==> src/rtl/uart_frame_alu_if.sv <==
// ============================================================================
// uart_frame_alu_if : byte-stream handshake bundle for uart_frame_alu
// Revision: 1.0
// ============================================================================
`default_nettype none

interface uart_frame_alu_if;
    logic       rx_valid;
    logic [7:0] rx_byte;
    logic [7:0] tx_byte;
    logic       tx_valid;
    logic       tx_ready;
    logic       busy;
    logic       op_done;
    logic       frame_err;
    logic       rx_drop;

    modport master (
        output rx_valid, rx_byte, tx_ready,
        input  tx_byte, tx_valid, busy, op_done, frame_err, rx_drop
    );

    modport slave (
        input  rx_valid, rx_byte, tx_ready,
        output tx_byte, tx_valid, busy, op_done, frame_err, rx_drop
    );
endinterface

`default_nettype wire

==> src/rtl/uart_frame_alu.sv <==
// ============================================================================
// uart_frame_alu : collects opcode/A/B byte frame, executes one integer op,
//                  streams back a status byte and the result LSB first.
// Revision: 1.0
// ============================================================================
`default_nettype none

module uart_frame_alu #(
    parameter int OPER_W      = 32,
    parameter int TIMEOUT_CYC = 1_000_000
) (
    input  logic             sys_clk,
    input  logic             rst,
    uart_frame_alu_if.slave  bus
);
    localparam int NB = OPER_W / 8;
    localparam int CW = $clog2(NB + 1);
    localparam int TW = $clog2(TIMEOUT_CYC + 1);
    localparam logic signed [OPER_W+3:0] c_nine = (OPER_W+4)'(9);
    localparam logic signed [OPER_W+3:0] c_five = (OPER_W+4)'(5);

    typedef enum logic [2:0] {
        S_IDLE = 3'd0,
        S_RX_A = 3'd1,
        S_RX_B = 3'd2,
        S_EXEC = 3'd3,
        S_TX   = 3'd4
    } state_t;

    state_t              r_state, w_next;
    logic [CW-1:0]       r_cnt;
    logic [CW-1:0]       w_cnt_inc;
    logic [TW-1:0]       r_tmo;
    logic [7:0]          r_op;
    logic [OPER_W-1:0]   r_a, r_b, r_res;
    logic                r_flag, r_bad;
    logic [7:0]          r_tx_byte;
    logic                r_tx_valid, r_op_done, r_frame_err, r_rx_drop;
    logic                w_timeout, w_last_rx, w_last_tx;
    logic [OPER_W-1:0]   w_res;
    logic                w_flag, w_bad;
    logic [OPER_W:0]     w_sum;
    logic signed [OPER_W+3:0] w_ext, w_mul, w_quo;
    logic [7:0]          w_resp [0:NB];

    assign w_cnt_inc = r_cnt + 1'b1;
    assign w_timeout = ((r_state == S_RX_A) || (r_state == S_RX_B)) &&
                       (r_tmo == TW'(TIMEOUT_CYC));
    assign w_last_rx = bus.rx_valid && (r_cnt == CW'(NB - 1));
    assign w_last_tx = r_tx_valid && bus.tx_ready && (r_cnt == CW'(NB));

    always_ff @(posedge sys_clk or posedge rst) begin
        if (rst) r_state <= S_IDLE;
        else     r_state <= w_next;
    end

    always_comb begin
        w_next = r_state;
        case (r_state)
            S_IDLE: if (bus.rx_valid) w_next = S_RX_A;
            S_RX_A: begin
                if (w_timeout)      w_next = S_IDLE;
                else if (w_last_rx) w_next = S_RX_B;
            end
            S_RX_B: begin
                if (w_timeout)      w_next = S_IDLE;
                else if (w_last_rx) w_next = S_EXEC;
            end
            S_EXEC: w_next = S_TX;
            S_TX:   if (w_last_tx) w_next = S_IDLE;
            default: w_next = S_IDLE;
        endcase
    end

    // Celsius-to-Fahrenheit runs 4 bits wider so A*9 cannot overflow; '/' truncates toward zero
    always_comb begin
        w_sum  = {1'b0, r_a} + {1'b0, r_b};
        w_ext  = {{4{r_a[OPER_W-1]}}, r_a};
        w_mul  = w_ext * c_nine;
        w_quo  = w_mul / c_five;
        w_res  = '0;
        w_flag = 1'b0;
        w_bad  = 1'b0;
        case (r_op)
            8'h00: w_res = r_a;
            8'h01: begin
                w_res  = w_sum[OPER_W-1:0];
                w_flag = w_sum[OPER_W];
            end
            8'h02: begin
                w_res  = r_a - r_b;
                w_flag = (r_a < r_b);
            end
            8'h03: w_res = r_a & r_b;
            8'h04: w_res = r_a | r_b;
            8'h05: w_res = r_a ^ r_b;
            8'h06: w_res = OPER_W'(w_quo) + OPER_W'(32);
            default: w_bad = 1'b1;
        endcase
    end

    assign w_resp[0] = {r_bad, 6'b000000, r_flag};
    for (genvar gi = 0; gi < NB; gi++) begin : g_resp
        assign w_resp[gi+1] = r_res[gi*8 +: 8];
    end

    always_ff @(posedge sys_clk or posedge rst) begin
        if (rst) begin
            r_cnt       <= '0;
            r_tmo       <= '0;
            r_op        <= '0;
            r_a         <= '0;
            r_b         <= '0;
            r_res       <= '0;
            r_flag      <= 1'b0;
            r_bad       <= 1'b0;
            r_tx_byte   <= '0;
            r_tx_valid  <= 1'b0;
            r_op_done   <= 1'b0;
            r_frame_err <= 1'b0;
            r_rx_drop   <= 1'b0;
        end else begin
            r_op_done   <= 1'b0;
            r_frame_err <= 1'b0;
            r_rx_drop   <= 1'b0;
            case (r_state)
                S_IDLE: begin
                    r_cnt <= '0;
                    r_tmo <= '0;
                    if (bus.rx_valid) r_op <= bus.rx_byte;
                end
                S_RX_A, S_RX_B: begin
                    if (w_timeout) begin
                        r_frame_err <= 1'b1;
                        r_cnt       <= '0;
                        r_tmo       <= '0;
                    end else if (bus.rx_valid) begin
                        r_tmo <= '0;
                        if (r_state == S_RX_A) r_a[{r_cnt, 3'b000} +: 8] <= bus.rx_byte;
                        else                   r_b[{r_cnt, 3'b000} +: 8] <= bus.rx_byte;
                        r_cnt <= w_last_rx ? '0 : w_cnt_inc;
                    end else begin
                        r_tmo <= r_tmo + 1'b1;
                    end
                end
                S_EXEC: begin
                    r_res     <= w_res;
                    r_flag    <= w_flag;
                    r_bad     <= w_bad;
                    r_cnt     <= '0;
                    r_rx_drop <= bus.rx_valid;
                end
                S_TX: begin
                    r_rx_drop <= bus.rx_valid;
                    if (!r_tx_valid) begin
                        r_tx_byte  <= w_resp[r_cnt];
                        r_tx_valid <= 1'b1;
                    end else if (bus.tx_ready) begin
                        if (r_cnt == CW'(NB)) begin
                            r_tx_valid <= 1'b0;
                            r_op_done  <= 1'b1;
                            r_cnt      <= '0;
                        end else begin
                            r_cnt     <= w_cnt_inc;
                            r_tx_byte <= w_resp[w_cnt_inc];
                        end
                    end
                end
                default: r_cnt <= '0;
            endcase
        end
    end

    assign bus.tx_byte   = r_tx_byte;
    assign bus.tx_valid  = r_tx_valid;
    assign bus.busy      = (r_state != S_IDLE);
    assign bus.op_done   = r_op_done;
    assign bus.frame_err = r_frame_err;
    assign bus.rx_drop   = r_rx_drop;

endmodule

`default_nettype wire

==> src/flat_wrapper.sv <==
// flat-port wrapper written by rule: the top's interface ports become plain ports
module uart_frame_alu_flat 
#(
    parameter int OPER_W      = 32,
    parameter int TIMEOUT_CYC = 1_000_000
)
  (sys_clk, rst, bus_rx_valid, bus_rx_byte, bus_tx_ready, bus_tx_byte, bus_tx_valid, bus_busy, bus_op_done, bus_frame_err, bus_rx_drop);
  uart_frame_alu_if bus_i ();
  input  logic sys_clk;
  input  logic rst;
  input wire logic [$bits(bus_i.rx_valid)-1:0] bus_rx_valid;
  input wire logic [$bits(bus_i.rx_byte)-1:0] bus_rx_byte;
  input wire logic [$bits(bus_i.tx_ready)-1:0] bus_tx_ready;
  output wire logic [$bits(bus_i.tx_byte)-1:0] bus_tx_byte;
  output wire logic [$bits(bus_i.tx_valid)-1:0] bus_tx_valid;
  output wire logic [$bits(bus_i.busy)-1:0] bus_busy;
  output wire logic [$bits(bus_i.op_done)-1:0] bus_op_done;
  output wire logic [$bits(bus_i.frame_err)-1:0] bus_frame_err;
  output wire logic [$bits(bus_i.rx_drop)-1:0] bus_rx_drop;
  assign bus_i.rx_valid = bus_rx_valid;
  assign bus_i.rx_byte = bus_rx_byte;
  assign bus_i.tx_ready = bus_tx_ready;
  assign bus_tx_byte = bus_i.tx_byte;
  assign bus_tx_valid = bus_i.tx_valid;
  assign bus_busy = bus_i.busy;
  assign bus_op_done = bus_i.op_done;
  assign bus_frame_err = bus_i.frame_err;
  assign bus_rx_drop = bus_i.rx_drop;
  uart_frame_alu #(.OPER_W(OPER_W), .TIMEOUT_CYC(TIMEOUT_CYC)) u_core (.sys_clk(sys_clk), .rst(rst), .bus(bus_i));
endmodule
==> config.mk <==
export PLATFORM = sky130hd
export DESIGN_NAME = uart_frame_alu_flat
export DESIGN_NICKNAME = d
export VERILOG_FILES = /design/src/rtl/uart_frame_alu_if.sv /design/src/rtl/uart_frame_alu.sv /design/src/flat_wrapper.sv
export SDC_FILE = /design/constraint.sdc
export NUM_CORES = 1
export LEC_CHECK = 0
export ABC_CLOCK_PERIOD_IN_PS = 22300
export BUFFER_PORTS_ARGS = -buffer_cell sky130_fd_sc_hd__buf_2
export CELL_PAD_IN_SITES_DETAIL_PLACEMENT = 1
export CELL_PAD_IN_SITES_GLOBAL_PLACEMENT = 1
export CORE_UTILIZATION = 25
export DETAILED_ROUTE_END_ITERATION = 7
export GPL_ROUTABILITY_DRIVEN = 1
export PLACE_DENSITY_LB_ADDON = 0.2
export SYNTH_ARGS = -nofsm -noshare
export SYNTH_HDL_FRONTEND = slang
export SYNTH_SLANG_ARGS = --single-unit
==> constraint.sdc <==
create_clock -name sys_clk -period 22.3 [get_ports sys_clk]
set_input_delay 2.23 -clock sys_clk [delete_from_list [all_inputs] [get_ports sys_clk]]
set_output_delay 2.23 -clock sys_clk [all_outputs]
set_load 0.03 [all_outputs]
==> metrics.md <==
| Metric | Value |
|---|---|
| Actual slew at the worst max-slew pin | `1205 ps` |
| Cell area after synthesis | `21540 sq um` |
| Grt total ovfl | `0` |
| Hold_sp | `u_core.bus.tx_byte[5]` |
| Footprint of the multi-input gates | `16980 sq um` |
| Post-route DRC | `0` |
| Asr flop ratio synth | `100.0%` |
| Die Height | `295.6 um` |
| Max_slew headroom | `19.09%` |
| Vias per inst | `5.736` |
| Yosys synthesis warning count | `0` |
| Tot GR Track Use | `21.12%` |
| Fin crit share | `93.80%` |
| Detail Placement HPWL | `71730 um` |
| Mean post-synth cell area | `7.358 sq um` |
| RePlAce Congestion | `0.8653` |
| Library cells used by synthesis | `132` |
| Vias in the first global route | `23730` |
| Worst setup EP type | `flip-flop` |
| Maximum clock rate | `47.81 MHz` |
| Syn nets | `3113` |
| CP Class | `flip-flop to flip-flop` |
| H-tree Lvls | `4` |
| PortBufs | `24` |
| Clock transition at path regs | `70 ps` |
| Wire per inst | `23.10 um` |
| Max Root-Sink Buffers | `2` |
| Worst EP required | `22620 ps` |
| Crit path launch | `u_core.r_a[1]` |
| DRT antenna net count | `0` |
| HP Class | `flip-flop to flip-flop` |
| Ports | `25` |
| Area growth syn-to-layout | `9.280%` |
| Status | `finished clean` |
| Filler cells | `10430` |
| Chip Width | `295.6 um` |
| Final Skew | `12.11 ps` |
| Core area | `85280 sq um` |
| Clock sink total | `144` |
| Max-cap violations | `0` |
| CP dominant cell by count | `ha_1` |
| Pre-antenna DRT Iters | `6` |
| Top_reg_cell synth | `dfrtp_1` |
| Critical path startpoint category | `flip-flop` |
| Total wire length | `92850 um` |
| Final worst slack | `1384 ps` |
| Pins Over Slew Limit | `0` |
| Initial antenna violation count | `1` |
| FP Rows | `107` |
| Root Buffer Master | `clkbuf_16` |
| Seq/Total Area, Yosys | `16.73%` |
| Die area | `87360 sq um` |
| Unrepaired setup endpoints after global routing | `no` |
| Slowest CP cell | `o41ai_1` |
| CP arrival | `21230 ps` |
| Final Critical Period | `20920 ps` |
| Starting Density | `25.26%` |
| Yosys reg bits | `144` |
| TritonCTS clock tree | `yes` |
| DRT iter0 DRCs | `1389` |
| Post-synth EDFFs | `0` |
| Storage cell area | `3605 sq um` |
| Post-synthesis cell count | `2928` |
| Layout cells sized above 1 | `8.557%` |
| Crit-path max cell delay | `640 ps` |
| Critical path fanouts, max | `20` |
| Clock buffer count from CTS | `17` |
| Final #Nets | `3047` |
| Setup_tns | `0 ps` |
| Via count | `23060` |
| Clk_lat worst skew | `460 ps` |
| Fin cells | `4020` |
| First-pass GRT wire length | `144800 um` |
| Setup-failing EPs final | `0` |
| Largest net degree at the start of global routing | `80` |
| Critical R2R Launch | `u_core.r_a[1]` |
| Dpl cells | `3985` |
| Post-Place Worst Slack | `158.6 ps` |
| Hold Violations, Final | `0` |
placed cells by master (no fill, tap or decap), types with 57 or more instances in the layout:
cell type and n:
a21oi_1 217, a221oi_1 60, dfrtp_1 143, ha_1 170, inv_1 114, nand2_1 332, nand3_1 88, nor2_1 285
nor3_1 65, o211ai_1 57, o21ai_0 233, xnor2_1 92
per-stage QoR:
step,util (%),hold slack [ps],area [sq um]
detailed placement,26.72,489.5,22790
finish,27.61,497.8,23540
global placement,26.72,479.4,22790
CTS,27.48,504.5,23430
floorplan,-,456.9,21540
global route,27.60,526.1,23540
routing by layer:
metal / global-route usage, % / part of all wire [%] / wire [um] / up-vias
li1: - / - / - / 10880
met1: 28.24 / 47 / 43930 / 11690
met2: 36.00 / 48 / 44250 / 399
met3: 1.481 / 2.4 / 2250 / 92
met4: 6.521 / 2.6 / 2410 / 0
met5: 0 / 0 / 0 / -
critical path: cells and delay by family, from the launching register on:
| family | cells | cell delay (ps) |
|---|---|---|
| mux | 4 | 1240 |
| xor+xnor | 3 | 900 |
| compound gates | 31 | 9690 |
| simple gates | 21 | 6120 |
| buf+inv | 4 | 520 |
| flops | 1 | 520 |
| fa+ha+maj | 6 | 1720 |
logic make-up (layout without fill, tap and decap cells):
group | Yosys count | in the layout | share of synthesized area [%]
other | 0 | 1 | 0
adders and majority gates | 177 | 177 | 10.34
and+or+nand+nor | 1062 | 1062 | 24.29
DFF | 144 | 144 | 16.73
buffers and inverters | 269 | 216 | 5.157
xor gates and xnor gates | 151 | 151 | 6.208
muxes | 52 | 52 | 2.776
AOI/OAI and AO/OA | 1073 | 1073 | 34.50
Yosys cell counts (10+ instances only):
library cell / number / area, sq um
nand2_1: 332 / 1246
nor2_1: 288 / 1081
o21ai_0: 233 / 1166
a21oi_1: 219 / 1096
ha_1: 170 / 2127
dfrtp_1: 144 / 3603
inv_1: 115 / 431.7
clkbuf_1: 107 / 401.6
xnor2_1: 94 / 823.3
nand3_1: 88 / 440.4
nor3_1: 68 / 340.3
a221oi_1: 60 / 525.5
o211ai_1: 57 / 427.9
xor2_1: 55 / 481.7
nand4_1: 50 / 312.8
o21ai_1: 44 / 220.2
a21o_1: 42 / 315.3
nor4_1: 37 / 231.5
o21bai_1: 37 / 277.8
a211oi_1: 34 / 255.2
a31oi_1: 34 / 212.7
o31ai_1: 34 / 255.2
mux2i_1: 31 / 310.3
and3_1: 30 / 187.7
and2_1: 29 / 181.4
buf_2: 26 / 130.1
a22oi_1: 25 / 187.7
o22ai_1: 22 / 137.6
or3_1: 19 / 118.9
nand2b_1: 17 / 106.4
a211o_1: 15 / 131.4
o21a_1: 15 / 112.6
mux2_2: 14 / 157.7
o2111ai_1: 13 / 113.9
o221ai_1: 13 / 113.9
nor2b_1: 12 / 75.07
nor4_2: 11 / 137.6
a22o_1: 10 / 87.58
a311oi_1: 10 / 87.58
o211a_1: 10 / 100.1
or4_1: 10 / 75.07
final timing paths:
check                                        end  slack, ps  depth (start not counted)
setup / recovery                u_core.r_res[11]       1380                         69
max in group asynchronous        u_core.r_res[2]      18900                          3
min in group asynchronous         u_core.r_a[27]       1920                          2
hold reg to reg            u_core.bus.tx_byte[5]        500                          2
hold / removal             u_core.bus.tx_byte[5]        500                          2
setup reg to reg                u_core.r_res[11]       1380                         69
final cells by class:
class	instances	share of cell area, %
multi-input cells	2515	72.11
well taps	1144	6.080
flip-flops and latches	144	15.31
clock buffers	17	1.807
diodes	1	0.01063
clock inverters	15	0.9353
inverters	118	1.903
repair buffers	66	1.849
sequential cells by signal (all words and copies together), names as in the netlist:
signal	flops
u_core.bus.tx_valid	1
u_core.r_tmo	20
u_core.bus.op_done	1
u_core.r_a	32
u_core.r_state	3
u_core.r_flag	1
u_core.r_bad	1
u_core.bus.frame_err	1
u_core.r_b	32
u_core.r_op	8
u_core.bus.rx_drop	1
u_core.r_res	32
u_core.r_cnt	3
u_core.bus.tx_byte	8
repair_timing:
item | CTS | global route
setup buffers | 0 | 2
hold endpoints to repair | 0 | 0
resized for setup | 0 | 16
hold buffers | 0 | 0
setup endpoints to repair | 0 | 27
Power is not shown: default switching activity piles up to over one toggle a cycle in this logic, so the estimate is an artifact.
